File: src/rtl/ddr4_cmd_monitor_u200.sv
// Passive DDR4 command-bus monitor: decodes each sampled command, tracks per-bank
// open/row/timer state, checks tRCD/tRP and basic protocol, and counts commands.

module ddr4_cmd_monitor_u200_bank (
   input  logic        clk,
   input  logic        sys_reset,
   input  logic        dram_rst,
   input  logic        act,
   input  logic        close,
   input  logic        pre_all,
   input  logic [16:0] row_in,
   output logic        is_open,
   output logic [16:0] row,
   output logic [3:0]  elapsed
);
   logic [3:0] tmr_q;

   // Edges since the last ACT/PRE, counting the current edge, saturating at 15.
   assign elapsed = (tmr_q == 4'hF) ? 4'hF : tmr_q + 4'd1;

   always_ff @(posedge clk) begin
      if (sys_reset) begin
         is_open <= 1'b0;
         row     <= '0;
         tmr_q   <= 4'hF;
      end else if (dram_rst) begin
         is_open <= 1'b0;
         tmr_q   <= 4'hF;
      end else begin
         tmr_q <= (act || close || pre_all) ? 4'd0 : elapsed;
         if (act) begin
            is_open <= 1'b1;
            row     <= row_in;
         end else if (close || pre_all) begin
            is_open <= 1'b0;
         end
      end
   end
endmodule

module ddr4_cmd_monitor_u200 #(
   parameter int TRCD_CK   = 14,
   parameter int TRP_CK    = 14,
   parameter int CNT_WIDTH = 32
) (
   input  logic                 c0_ddr4_ck_t,
   input  logic                 sys_reset,
   input  logic                 c0_ddr4_reset_n,
   input  logic                 c0_ddr4_cke,
   input  logic                 c0_ddr4_cs_n,
   input  logic                 c0_ddr4_act_n,
   input  logic [16:0]          c0_ddr4_adr,
   input  logic [1:0]           c0_ddr4_ba,
   input  logic [1:0]           c0_ddr4_bg,
   output logic [CNT_WIDTH-1:0] cnt_act,
   output logic [CNT_WIDTH-1:0] cnt_rd,
   output logic [CNT_WIDTH-1:0] cnt_wr,
   output logic [CNT_WIDTH-1:0] cnt_pre,
   output logic [CNT_WIDTH-1:0] cnt_ref,
   output logic [CNT_WIDTH-1:0] cnt_mrs,
   output logic [CNT_WIDTH-1:0] cnt_zqc,
   output logic [15:0]          banks_open,
   output logic                 err_valid,
   output logic [2:0]           err_code,
   output logic [3:0]           err_bank,
   output logic [16:0]          err_row,
   output logic [15:0]          err_count,
   output logic                 err_sticky
);
   localparam int          NUM_BANKS = 16;
   localparam int          NUM_CNT   = 7;
   localparam logic [3:0]  TRCD_L    = 4'(TRCD_CK);
   localparam logic [3:0]  TRP_L     = 4'(TRP_CK);

   typedef enum logic [2:0] {
      OP_MRS = 3'b000, OP_REF = 3'b001, OP_PRE = 3'b010, OP_RSV = 3'b011,
      OP_WR  = 3'b100, OP_RD  = 3'b101, OP_ZQC = 3'b110, OP_NOP = 3'b111
   } op_e;

   typedef struct packed {
      logic zqc;
      logic mrs;
      logic refr;
      logic pre;
      logic wr;
      logic rd;
      logic act;
   } cmd_t;

   logic                             cmd_vld;
   op_e                              op;
   cmd_t                             cmd;
   logic [3:0]                       bank_idx;
   logic [NUM_BANKS-1:0]             sel;
   logic                             a10;
   logic                             rw;
   logic [NUM_BANKS-1:0]             bank_open;
   logic [NUM_BANKS-1:0][16:0]       bank_row;
   logic [NUM_BANKS-1:0][3:0]        bank_el;
   logic                             cur_open;
   logic [16:0]                      cur_row;
   logic [3:0]                       cur_el;
   logic                             err_hit;
   logic [2:0]                       err_nxt;
   logic [NUM_CNT-1:0][CNT_WIDTH-1:0] cnt_q;
   logic [NUM_CNT-1:0]               cnt_inc;

   assign cmd_vld  = !sys_reset && c0_ddr4_reset_n && c0_ddr4_cke && !c0_ddr4_cs_n;
   assign op       = op_e'(c0_ddr4_adr[16:14]);
   assign bank_idx = {c0_ddr4_bg, c0_ddr4_ba};
   assign sel      = 16'h0001 << bank_idx;
   assign a10      = c0_ddr4_adr[10];

   always_comb begin
      cmd = '0;
      if (cmd_vld) begin
         if (!c0_ddr4_act_n) begin
            cmd.act = 1'b1;
         end else begin
            case (op)
               OP_MRS:  cmd.mrs  = 1'b1;
               OP_REF:  cmd.refr = 1'b1;
               OP_PRE:  cmd.pre  = 1'b1;
               OP_WR:   cmd.wr   = 1'b1;
               OP_RD:   cmd.rd   = 1'b1;
               OP_ZQC:  cmd.zqc  = 1'b1;
               default: ;
            endcase
         end
      end
   end

   assign rw      = cmd.rd || cmd.wr;
   assign cnt_inc = cmd;

   for (genvar b = 0; b < NUM_BANKS; b++) begin : g_bank
      ddr4_cmd_monitor_u200_bank u_bank (
         .clk       (c0_ddr4_ck_t),
         .sys_reset (sys_reset),
         .dram_rst  (!c0_ddr4_reset_n),
         .act       (cmd.act && sel[b]),
         .close     (sel[b] && ((cmd.pre && !a10) || (rw && a10))),
         .pre_all   (cmd.pre && a10),
         .row_in    (c0_ddr4_adr),
         .is_open   (bank_open[b]),
         .row       (bank_row[b]),
         .elapsed   (bank_el[b])
      );
   end

   assign cur_open = bank_open[bank_idx];
   assign cur_row  = bank_row[bank_idx];
   assign cur_el   = bank_el[bank_idx];

   // Checks run in code order so the lowest violation code wins.
   always_comb begin
      err_hit = 1'b1;
      err_nxt = 3'd0;
      if (rw && !cur_open)                   err_nxt = 3'd1;
      else if (cmd.act && cur_open)          err_nxt = 3'd2;
      else if (rw && cur_el < TRCD_L)        err_nxt = 3'd3;
      else if (cmd.act && cur_el < TRP_L)    err_nxt = 3'd4;
      else if (cmd.refr && |bank_open)       err_nxt = 3'd5;
      else                                   err_hit = 1'b0;
   end

   always_ff @(posedge c0_ddr4_ck_t) begin
      if (sys_reset) begin
         cnt_q <= '0;
      end else begin
         for (int i = 0; i < NUM_CNT; i++)
            if (cnt_inc[i] && cnt_q[i] != '1) cnt_q[i] <= cnt_q[i] + CNT_WIDTH'(1);
      end
   end

   always_ff @(posedge c0_ddr4_ck_t) begin
      if (sys_reset) begin
         err_valid  <= 1'b0;
         err_code   <= '0;
         err_bank   <= '0;
         err_row    <= '0;
         err_count  <= '0;
         err_sticky <= 1'b0;
      end else begin
         err_valid <= err_hit;
         if (err_hit) begin
            err_code   <= err_nxt;
            err_bank   <= bank_idx;
            err_row    <= cur_row;
            err_sticky <= 1'b1;
            if (err_count != 16'hFFFF) err_count <= err_count + 16'd1;
         end
      end
   end

   assign cnt_act    = cnt_q[0];
   assign cnt_rd     = cnt_q[1];
   assign cnt_wr     = cnt_q[2];
   assign cnt_pre    = cnt_q[3];
   assign cnt_ref    = cnt_q[4];
   assign cnt_mrs    = cnt_q[5];
   assign cnt_zqc    = cnt_q[6];
   assign banks_open = bank_open;
endmodule

File: config.mk
export PLATFORM = sky130hd
export DESIGN_NAME = ddr4_cmd_monitor_u200
export DESIGN_NICKNAME = d
export VERILOG_FILES = /design/src/rtl/ddr4_cmd_monitor_u200.sv
export SDC_FILE = /design/constraint.sdc
export NUM_CORES = 1
export LEC_CHECK = 0
export ABC_AREA = 0
export CAP_MARGIN = 25
export CORE_UTILIZATION = 30
export DETAILED_ROUTE_END_ITERATION = 6
export GPL_ROUTABILITY_DRIVEN = 0
export MAX_ROUTING_LAYER = met4
export PLACE_DENSITY = 0.55
export SLEW_MARGIN = 10
export SYNTH_ARGS = -nofsm -noshare
export SYNTH_HDL_FRONTEND = slang
export SYNTH_SLANG_ARGS = --single-unit
export TNS_END_PERCENT = 20
File: constraint.sdc
create_clock -name c0_ddr4_ck_t -period 6.5 [get_ports c0_ddr4_ck_t]
set_input_delay 0.65 -clock c0_ddr4_ck_t [delete_from_list [all_inputs] [get_ports c0_ddr4_ck_t]]
set_output_delay 0.65 -clock c0_ddr4_ck_t [all_outputs]
set_load 0.02 [all_outputs]
After elaboration in Yosys (flattened, before gate mapping). Index checks and enable logic that the tools add are counted.

Add/subtract/negate cells: 24. Multipliers: 0. Div/mod/pow operators: 0. $lt $le $gt $ge: 2. Equal/unequal tests: 29. Shift operators: 1. Multiplexer cells: 89. Bitwise logic cells: 1. Reductions and logical operators: 140.

Operator list (number): $add A32 B1 Y32 const B (7); $ne A32 B32 Y1 const B (7); $mux W4 (33); $bmux W17 S4 (1); $add A4 B1 Y4 const B (16); $eq A4 B4 Y1 const B (16); $logic_and A1 B1 Y1 (50); $logic_or A1 B1 Y1 (50); $mux W1 (45); $reduce_and A2 Y1 (17); $reduce_bool A2 Y1 (16); $mux W17 (1); $add A16 B1 Y16 const B (1); $bmux W4 S4 (1); $ne A16 B16 Y1 const B (1); $reduce_or A16 Y1 (1); $shl A1 B4 Y16 const A (1); $mux W3 (5); $eq A3 B3 Y1 const B (3); $mux W7 (1); $mux W6 (1); $lt A4 B5 Y1 const B (1); $bmux W1 S4 (1); $logic_not A1 Y1 (4); other kinds (6) (6).

Register bits after elaboration: 618. Bits in latches: 0. Memory bits (writable): 0. Memory bits (read-only): 0. Input bits: 27. Output and inout port bits: 282. Memories kept: 0.

Logic depth before layout (Yosys ltp). Gate-level depths: netlist of run 1.

Word-level depth: 12. Gate-level depth with buffers: 13. Gate-level depth less buffers: 10.

Hierarchy. A second synthesis of run 1 with hierarchy kept.

Cell total of the unflattened synthesis: 3296. Area total of the unflattened synthesis: 29316.9 um^2.

By module, submodules not included: ddr4_cmd_monitor_u200 (instances 1, cells an instance 1680, area an instance 14923.1 um^2, seq. area each 5325.1 um^2); ddr4_cmd_monitor_u200_bank (instances 16, cells an instance 101, area an instance 899.6 um^2, seq. area each 440.4 um^2).

Least setup slack after synthesis of run 1. OpenSTA, ideal clock, no wires.

Path type: input port to flip-flop. From: in c0_ddr4_ba[0]. To: reg err_row[0]. Setup time: 0.128 ns. Arrival time: 2.826 ns. Required time: 6.372 ns. Slack: 3.547 ns. Stages on the path: 8. Path buffers: 4. Cells stage by stage: buf_6 > clkbuf_1 > clkbuf_1 > clkbuf_1 > mux4_2 > mux4_2 > mux2i_1 > nor2_1.

Longest elaborated chain between the ends: 8. Elaborated cells between the ends (all ways): 16.

RTL lines: start, declared (RTL line 53) `input logic [1:0] c0_ddr4_ba,`; $bmux W4 S4 (RTL line 153) `assign cur_el = bank_el[bank_idx];`; $mux W4 (implied by the code) (RTL line 153); $lt A4 B4 Y1 (RTL line 161, 162); $logic_and A1 B1 Y1 (RTL line 162) `else if (cmd.act && cur_el < TRP_L) err_nxt = 3'd4;`; $mux W1 (RTL line 162); $mux W1 (RTL line 161) `else if (rw && cur_el < TRCD_L) err_nxt = 3'd3;`; $mux W1 (RTL line 160) `else if (cmd.act && cur_open) err_nxt = 3'd2;`; $mux W1 (RTL line 159) `if (rw && !cur_open) err_nxt = 3'd1;`; end signal, assigned (RTL line 189) `err_row <= cur_row;`; end, declared (RTL line 66) `output logic [16:0] err_row,`.

Several ways; a longest one is shown, not always the timed one. The select of a mux whose other input is x is not followed. A chain may end at the register's enable or synchronous reset.

Worst setup path in the final report of run 1.
From: in c0_ddr4_bg[0]. To: reg err_count[7].

Longest elaborated chain between the ends: 9. Elaborated cells between the ends (all ways): 15.

RTL lines: start, declared (RTL line 54) `input logic [1:0] c0_ddr4_bg,`; $bmux W4 S4 (RTL line 153); $mux W4 (implied by the code) (RTL line 153); $lt A4 B4 Y1 (RTL line 161, 162); $logic_and A1 B1 Y1 (RTL line 162); $mux W1 (RTL line 162); $mux W1 (RTL line 161); $mux W1 (RTL line 160); $mux W1 (*) (RTL line 159); $reduce_and A2 Y1 (no line) (*); end signal, assigned (RTL line 191) `if (err_count != 16'hFFFF) err_count <= err_count + 16'd1;`; end, declared (RTL line 67) `output logic [15:0] err_count,`.

Every way passes the cells marked *; elsewhere a longest branch is shown, timed or not. The select of a mux whose other input is x is not followed.

==> impl_results.md, run 1 <==
- Synth area leaders: dfxtp_1 46%, nand2_1 9.5%, mux4_2 7.5%
- Slowest-stage cell, CP: buf_2
- Number of global-route vias before repair: 21,500
- Crit path DAT: roughly 4.8 ns
- TritonCTS clock tree: done
- Initial Utilization: a little under a third
- Vias per cell: roughly 5
- Total wire length: ~86 mm
- Req. time, crit path: around 7.0 ns
- Critical path's top delay family: buffers and inverters
- Crit-path max cell delay: 0.71 ns
- Post-CTS Resized: 0
- Syn Nets: 3,223
- Pleak: about 11 nW
- Max H-tree Level: 3
- # setup viols final: 0
- Worst vdd ir: ~0.17 mV
- Worst R2R Setup Slack: 2.78 ns
- Final Max Slew Viols: 0
- Core ar.: between 0.08 and 0.09 mm²
- Cells on worst reg2reg path: 11
- Hold Path End: cnt_act[14]$_SDFFE_PP0P_
- Crit end category: flop
- First-pass GRT wire length: 130 mm
- Setup WS pre-CTS: roughly 1.6 ns
- Placement Rows: between 100 and 150
- Min Tclk post-route: ~4.3 ns
- CTS Hold Bufs: 0
- Most common cell in the netlist: nand2_1
- Hold Vio Cnt, Final: 0
- Outcome: completed
- Critical path depth: 10
- PD cells: roughly 240 mW/mm²
- RR Endpoint: err_count[7]$_SDFFE_PP0P_
- Layout Cells excl Fill: 4,610
- Layout cell share with drive strength beyond 1: roughly 7.6%
- Worst min path class: input port to flop
- Period Utilization, post-route: 66.0%
- R2R Path Start: g_bank[11].u_bank.tmr_q[0]$_SDFF_PP1_
- Crit-path cells: buf_2 > buf_4 > mux4_2 > mux4_2 > o211ai_1 > a21oi_2 > buf_4 > inv_2 > and4_1 > mux2_1
- Reg clk slew, reported paths: 0.05 ns
- Post-DRT Antenna Nets: 0
- Tightest Pin Transition: around 1.1 ns
- Largest net degree at the start of global routing: between 150 and 200
- Post-synth top area share: a little under half
- DP Wirelength: ~58 mm
- Setup Crit Path Kind: input port to flop
- Max capacitance violation total: 0
- Final nets: 3,443
- Reg power frac: 46.4%
- Total number of vias: about 23,000
- Synthesized flop and latch total: between 600 and 700
- GRT Total Usage: between 10% and 20%
- Setup TNS: 0 ns
- Die Ht: about 300 µm
- Bufs and invs on worst path: 4
- Number of synthesized flops with an enable pin: 0
- CTS max path bufs: 3
- Sequential share of the synthesized area: approximately 46%
- Worst Hold Path Cells: 2
- # fillers: about 9,000
- Yosys warns: 0
- Initial antenna violation count: 2
- Leading cell types by count after synthesis: 689 x nand2_1, 618 x dfxtp_1, 343 x a21oi_1
- Count of cell types in the netlist: 61
- Slew Limit Headroom: between 20 and 30%
- Clk pwr share: around half
- Die width: 303 µm
- Final worst-path setup slack: about 2.2 ns
- DIE AREA: roughly 0.092 mm²
- Area grow syn2layout: 24.0%
- 1st-pass router iterations: 5
- Sw Ratio: roughly 22%
- Peak Freq: between 200 and 250 MHz
- Worst Skew: about 0.024 ns
- Gr ovfl total: 0
- FFs w/ async S/R, synth: 0%
- Synth Area per Inst: 8.56 µm²
- CTS root buffer: clkbuf_16
- Leading area contributor after synthesis: dfxtp_1
- Clk_lat worst skew: between 0.6 and 0.7 ns
- Switching pwr: ~1.8 mW
- Post-Syn Instances: ~3,200
- Worst hold start: sys_reset
- Total CTS buffers: 73
- Unrepaired setup endpoints after global routing: false
- Mapped Area: approximately 0.027 mm²
- Routed wire length per instance: 18.7 µm
- Port Buffers: slightly above 300
- Logic gate share of total power: under 10%
- Clk sinks: 618
- Num ports: 309
- # DRC: 0
- Type of origin of the critical path: input port
- Top FF cell, synth: dfxtp_1
- DRT iter0 DRCs: ~1,700
- # placed instances: approximately 4,500
- Crit-path max FO: 36
- Setup Fix Bufs, Post-CTS: 0
- Internal: between 6 and 7 mW
## worst max path at each step
stage / start / endpoint / slack (ns)
6_report: c0_ddr4_bg[0] / err_count[7]$_SDFFE_PP0P_ / 2.21
5_1_grt: c0_ddr4_bg[0] / err_count[7]$_SDFFE_PP0P_ / 2.05
4_1_cts: c0_ddr4_bg[0] / err_count[7]$_SDFFE_PP0P_ / 2.22
3_5_place_dp: c0_ddr4_bg[0] / err_count[11]$_SDFFE_PP0P_ / 1.60
3_3_place_gp: c0_ddr4_bg[0] / err_count[7]$_SDFFE_PP0P_ / 1.63
2_1_floorplan: c0_ddr4_ba[0] / err_row[0]$_SDFFE_PP0P_ / 3.55
## stage by stage
stage | cell area (µm²) | total power, mW | utilization (%) | hold slack, ns
after floorplan | 27100 | 4.05 | - | 0.433
after global placement | 31000 | 4.13 | 34.8 | 0.438
after detailed placement | 31200 | 4.14 | 35.1 | 0.444
after CTS | 33600 | 8.30 | 37.8 | 0.423
after global routing | 33700 | 8.47 | 37.8 | 0.457
final | 33700 | 8.19 | 37.8 | 0.435
## power by group through the flow
stage          clock network (mW)  logic, mW  registers [mW]
2_1_floorplan                   0      0.173            3.88
3_3_place_gp                    0      0.250            3.88
3_5_place_dp                    0      0.255            3.88
4_1_cts                      4.25      0.255            3.80
5_1_grt                      4.41      0.271            3.80
6_report                     4.14      0.253            3.80
## logic make-up after synthesis
kind of cell / Yosys count / share of synthesized area [%]
muxes: 137 / 9.23
buffers and inverters: 260 / 4.06
DFF: 618 / 45.6
and+or+nand+nor: 1376 / 22.8
xor gates and xnor gates: 178 / 5.74
AOI/OAI and AO/OA: 579 / 11.5
adders and majority gates: 24 / 1.11
## final cells by class
class | count | area, µm² | share of cell area [%]
Multi-Input combinational cell | 2294 | 13700 | 40.6
Antenna cell | 2 | 5.00 | 0.0149
Inverter | 53 | 199 | 0.591
Tap cell | 1165 | 1460 | 4.33
Clock inverter | 19 | 284 | 0.844
Timing Repair Buffer | 352 | 3540 | 10.5
Sequential cell | 618 | 12400 | 36.7
Clock buffer | 107 | 2140 | 6.35
## per-layer routing
layer	vias to the layer above	global-route usage [%]	routed length (µm)
li1	11400	-	-
met1	10900	23.6	37000
met2	662	30.8	41400
met3	148	3.45	5100
met4	0	6.27	2540
met5	-	-	0
## cell usage in the layout (no fill, tap or decap), types with 5 or more instances in the layout
master and instances:
mux2i_1 41, and2_1 16, clkbuf_1 19, a31oi_1 37, nand4_1 61, mux4_2 90, buf_8 9, xor2_1 103
clkinv_2 5, nor3b_1 5, or3_1 45, nand2_1 689, and4_1 27, o21ai_1 5, or4_1 5, dfxtp_1 618
ha_1 24, nand3_1 108, nor2b_1 9, bufinv_16 5, clkbuf_16 76, and3_1 32, clkinvlp_4 5, clkbuf_8 12
nor3_1 29, o211ai_1 26, inv_1 52, a21oi_1 343, clkdlybuf4s50_1 303, nor4_1 18, nor2_1 271, nand3b_1 20
o21ai_0 144, nand2b_1 22, xnor2_1 75, buf_4 34
## flip-flops by register name (all words and copies together), names as in the netlist, 3 cells and up
name and count:
err_row 17, cnt_wr 32, err_count 16, cnt_act 32, cnt_rd 32, g_bank.u_bank.tmr_q 64, cnt_mrs 32, g_bank.u_bank.is_open 16
cnt_zqc 32, cnt_pre 32, err_code 3, g_bank.u_bank.row 272, cnt_ref 32, err_bank 4
## worst register-to-register path: stages (launching register included)
cell	delay, ns
dfxtp_1	0.32
ha_1	0.24
nand2b_1	0.15
mux2i_1	0.23
o32ai_1	0.14
or4_4	0.56
a32oi_4	0.30
a21oi_2	0.08
buf_4	0.22
inv_2	0.70
and4_1	0.33
mux2_1	0.32
Note: power is estimated with default switching activity, not from simulation.
==> run 2: changes to the inputs <==
Settings changed: PLACE_DENSITY 0.55 to 0.57.
Clock period 6.5 ns to 3.6 ns, I/O delays scaled along.
==> impl_results.md, run 2 (same netlist as run 1, synthesis figures left out) <==
- Worst R2R Setup Slack: 0.48 ns (-2.30 ns)
- Port Buffers: 308 (unchanged)
- Total CTS buffers: 74 (+1.4%)
- Register Area: 0.0124 mm² (unchanged)
- Max reg flops: 272 (unchanged)
- Clk_lat worst skew: 0.61 ns (about the same)
- Core ar.: 0.0891 mm² (unchanged)
- Clk sinks: 618 (unchanged)
- Final Max Slew Viols: 0 (unchanged)
- Biggest register: g_bank.u_bank.row
- DRT iter0 DRCs: 1,766 (+2.6%)
- PD cells: 439 mW/mm² (+80%)
- CTS root buffer: clkbuf_16
- Die width: 303 µm (unchanged)
- Initial Utilization: 30.5% (unchanged)
- Gr ovfl total: 0 (unchanged)
- DIE AREA: 0.0917 mm² (unchanged)
- Final instance area: 0.0340 mm² (+0.97%)
- Hold Vio Cnt, Final: 0 (unchanged)
- # fillers: 9,005 (+0.33%)
- Num ports: 309 (unchanged)
- Total wire length: 85.1 mm (-1.2%)
- Post-DRT Antenna Nets: 0 (unchanged)
- Die Ht: 303 µm (unchanged)
- Routed wire length per instance: 18.3 µm (-2.2%)
- Crit end category: flop
- Worst vdd ir: 0.321 mV (+84%)
- Crit path DAT: 3.61 ns (-1.16 ns)
- First-pass GRT wire length: 130 mm (-0.40%)
- Number of global-route vias before repair: 21,900 (+2.3%)
- GRT Total Usage: 18.7% (-0.22 points)
- Setup TNS: 0 ns (unchanged)
- Slew Limit Headroom: 35.5% (+7.8 points)
- Total number of vias: 23,200 (+0.57%)
- Reg clk slew, reported paths: 0.06 ns (about the same)
- Final nets: 3,487 (+1.3%)
- Layout cell share with drive strength beyond 1: 9.02% (+1.4 points)
- Most common cell after layout, fill and taps aside: nand2_1
- Vias per cell: 4.99 (-0.47%)
- Initial antenna violation count: 1 (-1)
- Tightest Pin Transition: 0.968 ns (-0.115 ns)
- Setup Crit Path Kind: flop to flop
- Multi-input gate area: 0.0137 mm² (unchanged)
- Min Tclk post-route: approximately 3.1 ns
- Worst Skew: 0.0285 ns (+0.00453 ns)
- Dpl cell area: 0.0315 mm² (+0.90%)
- Req. time, crit path: 4.09 ns (-2.89 ns)
- Pleak: 11.3 nW (+2.0%)
- # setup viols final: 0 (unchanged)
- 1st-pass router iterations: 5 (unchanged)
- Placement Rows: 109 (unchanged)
- Largest net degree at the start of global routing: 165 (+5.1%)
- DP Wirelength: 57.6 mm (-0.81%)
- Outcome: completed
- Worst min path class: flop to flop
- Period Utilization, post-route: roughly 87%
- Peak Freq: approximately 320 MHz
- Setup Fix Bufs, Post-CTS: 0 (unchanged)
- Max H-tree Level: 3 (unchanged)
- Max capacitance violation total: 0 (unchanged)
- Biggest regs: g_bank.u_bank.row: 272 flops, g_bank.u_bank.tmr_q: 64 flops
- # DRC: 0 (unchanged)
- Area grow syn2layout: 25.2%
- Crit-path max FO: 21 (-42%)
- Most frequent cells in the layout: 689 x nand2_1, 618 x dfxtp_1, 343 x a21oi_1, 303 x clkdlybuf4s50_1, 271 x nor2_1
- CTS max path bufs: 3 (unchanged)
- TritonCTS clock tree: done
- Unrepaired setup endpoints after global routing: false
- Type of origin of the critical path: flop
[run 2: changes by cell type in the layout (fill, tap and decap cells not counted), moves of 2 or more]
cell / previous run / this run
buf_4: 34 / 82
clkinv_2: 5 / 14
buf_8: 9 / 1
buf_12: 1 / 6
clkbuf_1: 19 / 14
buf_16: 3 / 0
clkbuf_8: 12 / 14
[run 2: final cells by class]
class,instances,share of cell area (%)
repair buffers,395,11.2
well taps,1165,4.29
clock inverters,29,1.07
multi-input cells,2294,40.2
diodes,1,0.00736
flip-flops and latches,618,36.4
inverters,53,0.585
clock buffers,103,6.24
[run 2: where the power goes]
group	total [mW]	switching (mW)	leakage (nW)	internal, mW
registers	6.86	0.00780	4.98	6.85
logic	0.470	0.329	5.10	0.141
clock network	7.60	3.03	1.21	4.57
total	14.9	3.37	11.3	11.6
[run 2: critical path, stage by stage, from the launching register on]
cell and delay [ns]:
dfxtp_1 0.32, ha_1 0.24, nand2b_1 0.15, mux2i_1 0.19
o32ai_1 0.15, or4_4 0.57, a32oi_4 0.32, a21oi_2 0.13
buf_4 0.22, nor4bb_1 0.33, mux2_2 0.37
[run 2: layer usage]
layer / GRT usage (%) / vias up / wire length (µm)
li1: - / 11400 / -
met1: 23.0 / 11100 / 36900
met2: 30.5 / 595 / 40500
met3: 3.72 / 141 / 5000
met4: 6.39 / 0 / 2670
met5: - / - / 0
[run 2: stage by stage]
stage	std cells	total power, mW	setup slack (ns)	util (%)	hold WS, ns
3_5_place_dp	4524	7.48	0.333	35.4	0.445
6_report	4658	14.9	0.482	38.2	0.451
4_1_cts	4657	15.1	0.493	38.2	0.420
2_1_floorplan	3172	7.32	0.937	-	0.433
3_3_place_gp	4523	7.48	0.361	35.3	0.439
5_1_grt	4658	15.5	0.271	38.2	0.469
[run 2: path summary, 6_finish.rpt]
check / from / end / depth (start not counted)
worst max-delay path: g_bank[10].u_bank.tmr_q[0]$_SDFF_PP1_ / err_count[5]$_SDFFE_PP0P_ / 10
worst min-delay path: g_bank[15].u_bank.row[16]$_SDFFE_PP0P_ / g_bank[15].u_bank.row[16]$_SDFFE_PP0P_ / 2
worst max register to register: g_bank[10].u_bank.tmr_q[0]$_SDFF_PP1_ / err_count[5]$_SDFFE_PP0P_ / 10
worst min register to register: g_bank[15].u_bank.row[16]$_SDFFE_PP0P_ / g_bank[15].u_bank.row[16]$_SDFFE_PP0P_ / 2
[run 2: timing repair]
item	4_1_cts	5_1_grt
endpoints found under the hold margin	14	0
hold buffers	1	0
gates resized for setup	0	0
==> run 3: changes to the inputs <==
Settings changed: CORE_UTILIZATION 30 to 51, PLACE_DENSITY 0.57 to 0.83.
==> impl_results.md, run 3 (same netlist as run 1, synthesis figures left out) <==
- Peak Freq: 329 MHz (+2.6%)
- Period Utilization, post-route: 84.4% (-2.2 points)
- Reg clk slew, reported paths: 0.06 ns (about the same)
- Post-CTS Resized: 0 (unchanged)
- Routed wire length per instance: 19.2 µm (+5.3%)
- Most frequent cells in the layout: 689 x nand2_1, 618 x dfxtp_1, 343 x a21oi_1, 304 x clkdlybuf4s50_1, 271 x nor2_1
- 1st-pass router iterations: 5 (unchanged)
- Slew Limit Headroom: 27.8% (-7.7 points)
- Outcome: completed
- Gr ovfl total: 0 (unchanged)
- Die Ht: 233 µm (-23%)
- Final core occ: 63.1% (+25 points)
- Number of global-route vias before repair: 22,900 (+4.3%)
- Setup Crit Path Kind: flop to flop
- Worst Skew: 0.0204 ns (-0.00808 ns)
- Initial antenna violation count: 4 (+3)
- Type of origin of the critical path: flop
- Cells on worst reg2reg path: 10 (unchanged)
- First-pass GRT wire length: 123 mm (-5.1%)
- Largest net degree at the start of global routing: 248 (+50%)
- Biggest regs: g_bank.u_bank.row: 272 flops, g_bank.u_bank.tmr_q: 64 flops
- Crit path DAT: 3.53 ns (-0.08 ns)
- Core ar.: 0.0526 mm² (-41%)
- Area grow syn2layout: 22.2%
- # fillers: 4,268 (-53%)
- Crit path from: g_bank[11].u_bank.tmr_q[0]$_SDFF_PP1_
- Total CTS buffers: 67 (-9.5%)
- R2R Path Start: g_bank[11].u_bank.tmr_q[0]$_SDFF_PP1_
- Hold Vio Cnt, Final: 0 (unchanged)
- Final nets: 3,470 (-0.49%)
- Pleak: 11.2 nW (-0.99%)
- Tightest Pin Transition: 1.08 ns (+0.115 ns)
- Post-DRT Antenna Nets: 0 (unchanged)
- Most common cell after layout, fill and taps aside: nand2_1
- PD cells: 438 mW/mm² (-0.36%)
- CTS max path bufs: 3 (unchanged)
- Total number of vias: 24,200 (+4.1%)
- Initial Utilization: 51.7% (+21 points)
- Max H-tree Level: 3 (unchanged)
- Setup Fix Bufs, Post-CTS: 0 (unchanged)
- Final Max Slew Viols: 0 (unchanged)
- Layout cell share with drive strength beyond 1: 8.48% (-0.55 points)
- TritonCTS clock tree: done
- Total wire length: 80.0 mm (-6.0%)
- CTS Hold Bufs: 0 (-1)
- Placement Rows: 84 (-23%)
- Die width: 233 µm (-23%)
- # setup viols final: 0 (unchanged)
- # DRC: 0 (unchanged)
- Vias per cell: 5.82 (+17%)
- GRT Total Usage: 29.6% (+11 points)
- Clk sinks: 618 (unchanged)
- Worst hold start: sys_reset
- Clk_lat worst skew: 0.60 ns (about the same)
- Setup TNS: 0 ns (unchanged)
- Num ports: 309 (unchanged)
- DRT iter0 DRCs: 2,171 (+23%)
- Unrepaired setup endpoints after global routing: false
- DIE AREA: 0.0542 mm² (-41%)
- Worst min path class: input port to flop
- Crit end category: flop
- Worst vdd ir: 0.398 mV (+24%)
- Req. time, crit path: 4.09 ns (about the same)
- CTS root buffer: clkbuf_16
- Max capacitance violation total: 0 (unchanged)
- Port Buffers: 308 (unchanged)
- Crit-path max FO: 14 (-33%)
- Worst Hold Path Cells: 2 (unchanged)
- Biggest register: g_bank.u_bank.row
- Min Tclk post-route: 3.04 ns (-0.0777 ns)
- Max reg flops: 272 (unchanged)
- DP Wirelength: 52.2 mm (-9.3%)
-- run 3: cell count changes in the layout (fill, tap and decap cells not counted), sizes merged, moves of 3 or more --
cell / before / now
buf: 91 / 81
clkinv: 16 / 10
clkinvlp: 5 / 1
clkbuf: 103 / 100
diode: 1 / 4
-- run 3: report_power, final --
part | switching [mW] | total (mW) | internal [mW] | leakage, nW
sequential | 0.00775 | 6.86 | 6.85 | 4.98
combinational | 0.310 | 0.449 | 0.139 | 5.06
clock | 2.82 | 7.20 | 4.38 | 1.15
-- run 3: worst paths after layout --
path | endpoint | slack (ns)
min reg2reg | err_sticky$_SDFFE_PP0P_ | 0.45
min | cnt_rd[20]$_SDFFE_PP0P_ | 0.13
max reg2reg | err_count[4]$_SDFFE_PP0P_ | 0.56
max | err_count[4]$_SDFFE_PP0P_ | 0.56
-- run 3: worst max-delay path, stage by stage, from the launching register on --
cell      delay (ns)
dfxtp_1         0.33
ha_1            0.25
nand2b_1        0.16
mux2i_1         0.22
o32ai_1         0.14
or4_4           0.55
a32oi_4         0.29
a21oi_2         0.20
buf_4           0.22
nor3_1          0.22
mux2_2          0.35
-- run 3: final cells by class --
class / instances / area (µm²) / share of cell area, %
multi-input combinational: 2294 / 13700 / 41.3
sequential: 618 / 12400 / 37.3
timing repair buffer: 385 / 3720 / 11.2
clock buffer: 100 / 2060 / 6.20
tap: 688 / 861 / 2.60
clock inverter: 19 / 265 / 0.800
inverter: 53 / 199 / 0.600
antenna: 4 / 10.0 / 0.0302
-- run 3: per-layer routing --
layer,up-vias,wire length [µm],track usage (%)
met2,1067,38200,47.8
met5,-,0,-
met3,280,7450,6.23
met4,0,4150,15.9
li1,11400,-,-
met1,11400,30200,34.5
-- run 3: metrics by stage --
| stage | total power, mW | cell area, µm² | hold slack [ns] | setup slack, ns | cells |
|---|---|---|---|---|---|
| 6_report | 14.5 | 33200 | 0.126 | 0.560 | 4161 |
| 5_1_grt | 14.9 | 33200 | 0.125 | 0.362 | 4161 |
| 3_3_place_gp | 7.45 | 30800 | 0.436 | 0.403 | 4038 |
| 3_5_place_dp | 7.45 | 30800 | 0.441 | 0.337 | 4038 |
| 4_1_cts | 14.6 | 33200 | 0.0971 | 0.543 | 4157 |
| 2_1_floorplan | 7.32 | 27100 | 0.433 | 0.937 | 3172 |
